**src/rtl/negator_pkg.sv**
```systemverilog
// Shared constants and helpers for the conditional negation unit.
package negator_pkg;

  localparam int NEG_WIDTH_DEFAULT = 8;

  // Most-negative two's-complement value for a given width: a 1 followed by
  // width-1 zeros, returned in a 64-bit container for the caller to slice.
  function automatic logic [63:0] most_negative(input int width);
    return 64'd1 << (width - 1);
  endfunction

endpackage

```
**src/rtl/negate_core.sv**
```systemverilog
// Combinational core: conditional two's-complement negation with status flags.
module negate_core
  import negator_pkg::*;
#(
  parameter int WIDTH = NEG_WIDTH_DEFAULT
) (
  input  logic [WIDTH-1:0] number,
  input  logic             enable,
  output logic [WIDTH-1:0] neg,
  output logic             ovf,
  output logic             zro
);

  localparam logic [63:0]      MOST_NEG_64 = most_negative(WIDTH);
  localparam logic [WIDTH-1:0] MOST_NEG    = MOST_NEG_64[WIDTH-1:0];

  logic signed [WIDTH-1:0] number_s;
  logic signed [WIDTH-1:0] negated_s;

  assign number_s = number;

  // Negate modulo 2^WIDTH (most-negative wraps to itself) or pass through.
  always_comb begin
    negated_s = -number_s;
    neg       = number;
    if (enable) begin
      neg = negated_s;
    end
    ovf = enable && (number == MOST_NEG);
    zro = (neg == '0);
  end

endmodule

```
**src/rtl/negator.sv**
```systemverilog
// Registered conditional negator: one-cycle latency, valid strobe, zero and
// overflow flags. Every flop is cleared by the asynchronous reset so no X
// leaks out of the held registers.
module negator
  import negator_pkg::*;
#(
  parameter int WIDTH = NEG_WIDTH_DEFAULT
) (
  input  logic             clock,
  input  logic             reset,
  input  logic [WIDTH-1:0] number,
  input  logic             enable,
  input  logic             in_valid,
  output logic [WIDTH-1:0] result,
  output logic             out_valid,
  output logic             zero,
  output logic             overflow
);

  logic [WIDTH-1:0] neg_p0;
  logic             ovf_p0;
  logic             zro_p0;

  negate_core #(.WIDTH(WIDTH)) u_core (
    .number (number),
    .enable (enable),
    .neg    (neg_p0),
    .ovf    (ovf_p0),
    .zro    (zro_p0)
  );

  // Stage p0 -> output: capture result and flags on valid input, else hold.
  always_ff @(posedge clock or posedge reset) begin
    if (reset) begin
      result    <= '0;
      zero      <= 1'b0;
      overflow  <= 1'b0;
      out_valid <= 1'b0;
    end else begin
      out_valid <= in_valid;
      if (in_valid) begin
        result   <= neg_p0;
        zero     <= zro_p0;
        overflow <= ovf_p0;
      end
    end
  end

endmodule

```
**config.mk**
```make
export PLATFORM = sky130hd
export DESIGN_NAME = negator
export DESIGN_NICKNAME = d
export VERILOG_FILES = /design/src/rtl/negator_pkg.sv /design/src/rtl/negate_core.sv /design/src/rtl/negator.sv
export SDC_FILE = /design/constraint.sdc
export NUM_CORES = 1
export LEC_CHECK = 0
export CORE_MARGIN = 10
export CORE_UTILIZATION = 39
export CTS_CLUSTER_SIZE = 14
export DETAILED_ROUTE_END_ITERATION = 8
export PLACE_DENSITY = 0.8
export SLEW_MARGIN = 10
export SYNTH_ARGS = -nofsm -noshare
export SYNTH_HDL_FRONTEND = slang
export SYNTH_SLANG_ARGS = --single-unit
```
**constraint.sdc**
```tcl
create_clock -name clock -period 2.1 [get_ports clock]
set_input_delay 0.315 -clock clock [delete_from_list [all_inputs] [get_ports clock]]
set_output_delay 0.315 -clock clock [all_outputs]
set_load 0.05 [all_outputs]
```
==> out/results.ini <==
[place]
io_buffers = 22
place_ws_ns = 0.140
dpl.hpwl_microns = 1210
gp_congestion = 0.743

[floorplanning]
core_sq_um = 1330
ios = 23
die_h_microns = 58.2
die_x_microns = 58.2
std_cell_rows = 13
initial_core_util_pct = 42.7
dieArea_sq_um = 3390

[sta]
max_freq_mhz = 571
post-route-period-util_pct = 83.5
hold_viol = 0
worst_slew_pin_slew_ns = 0.513
setup_ws_ns = 0.347
setup_viol_count_final = 0
drv_slew = 0
final.setup.tns_ns = 0
slew_headroom_pct = 65.7
rsz0062_at_grt = false
final.min_clock_period_ns = 1.75
skew_ns = 0

[worst_setup_path]
end_kind = output port
arrival_ns = 1.44
reg2reg_slack_ns = 1.33
path_buf_inv = 1
crit_slowest_cell = clkdlybuf4s50_1
critical_path.top_delay_family = buffers and inverters
worstSetupPathType = register to output port
critPathLaunchType = register
cp_data_required_time_ns = 1.78
max_stage_delay_ns = 0.82
worstPathCellList = clkdlybuf4s50_1
crit_fanout = 2

[route]
antenna_left = 0
drcViolationCount = 0
dr_total_vias = 511
routed_wl_microns = 1450
dr.pass1.iters = 2
avgViaCountPerCell = 5.01
drt_iter0_drc = 5
wl_per_cell_microns = 14.2

[yosys]
synth_edf_count = 0
synth.ff_latch_count = 11
syn_nets = 72
synth_warnings = 0
syn_inst = 59
async_reset_ff_share_pct = 100
syn_avg_cell_area_sq_um = 9.65
ys.flop_type = dfrtp_1
ys_seq_area_share_pct = 48.4
netlist_area_sq_um = 569
synth.distinct_cells = 24

[cts]
root_buffer = clkbuf_4
cts.path.max_buffers = 2
cts.reportedPaths.clkPinSlew_ns = 0.07
cts_tree = done
clkSinkCount = 11
hold_buffers = 0
cts_max_level = 1
cts_buffers = 3
post_cts_buffers = 0
cts_resized = 0
insertion_delay_ns = 0.26

[global_routing]
grt_pass1_wl_microns = 2390
grt_pass1_vias = 516
gr-total-overflow = 0
grt_util_all_layers_pct = 8.85
grt_max_degree = 17
antenna_found_initial = 0

[power]
ir_drop_mv = 0.551
pwr_density_cell_nw_per_um2 = 680
power.total_mw = 0.585
power_leakage_nw = 0.360

[outcome]
outcome = completed

[layout]
area_growth_pct = 51.2
final_common_cell = clkdlybuf4s50_1
layout_common_cells = clkdlybuf4s50_1, dfrtp_1, nor2_1, a21oi_1
final_layout_size_suffix_gt1_share_pct = 11.5
antennaDiodeCount = 0
fin_nets = 101

[hold_path]
hold_class = primary input to asynchronous set/reset pin

[job]
max_cap_viol_count = 0

## layer usage
layer | global-route usage (%) | vias to the layer above | part of all wire (%)
li1 | - | 256 | -
met1 | 8.40 | 236 | 36
met2 | 14.7 | 17 | 50
met3 | 7.63 | 2 | 13
met4 | 1.01 | 0 | 0.55
met5 | 0 | - | 0
## state kept, by name, summed over array words and instances (netlist names)
name	cells
result	8
zero	1
out_valid	1
overflow	1
## cells in the mapped netlist, drive strengths merged (2+ instances only)
library cell	number	area [sq um]
dfrtp	11	275
a21oi	8	40.0
nor2	8	30.0
xor2	5	43.8
clkbuf	3	11.3
inv	3	11.3
a32o	2	20.0
o21ai	2	10.0
o31ai	2	15.0
or2	2	12.5
## final cells by class
class | instances | area, sq um
tap | 15 | 18.8
fill | 119 | 473
multi-input combinational | 41 | 268
timing repair buffer | 27 | 258
clock buffer | 4 | 26.3
sequential | 11 | 275
inverter | 4 | 15.0
## power breakdown
part           switching, mW  internal, mW
clock                 0.0670        0.0734
combinational          0.125        0.0783
sequential            0.0103         0.232
total                  0.202         0.383
## final timing paths
path	from	endpoint	cells after the start
worst max-delay path	result[3]$_DFFE_PP0P_	result[3]	1
worst min-delay path	reset	result[1]$_DFFE_PP0P_	2
worst max register to register	result[0]$_DFFE_PP0P_	result[0]$_DFFE_PP0P_	1
worst min register to register	overflow$_DFFE_PP0P_	overflow$_DFFE_PP0P_	1
max in group asynchronous	reset	zero$_DFFE_PP0P_	2
min in group clock	overflow$_DFFE_PP0P_	overflow$_DFFE_PP0P_	1
## logic make-up after synthesis
logic type	after synthesis	synth area share, %
compound gates	15	16.5
xor+xnor	6	9.23
fa+ha+maj	1	2.20
buf+inv	7	4.61
flops	11	48.4
mux	2	3.74
simple gates	17	15.4
## metrics by stage
stage | hold WS [ns] | utilization [%] | cells | instance area, sq um
finish | 0.328 | 64.5 | 102 | 861
global route | 0.367 | 64.5 | 102 | 861
CTS | 0.342 | 64.5 | 102 | 861
detailed placement | 0.480 | 62.6 | 98 | 835
global placement | 0.472 | 62.6 | 98 | 835
floorplan | 0.167 | - | 59 | 569
Note: power is estimated with default switching activity, not from simulation.
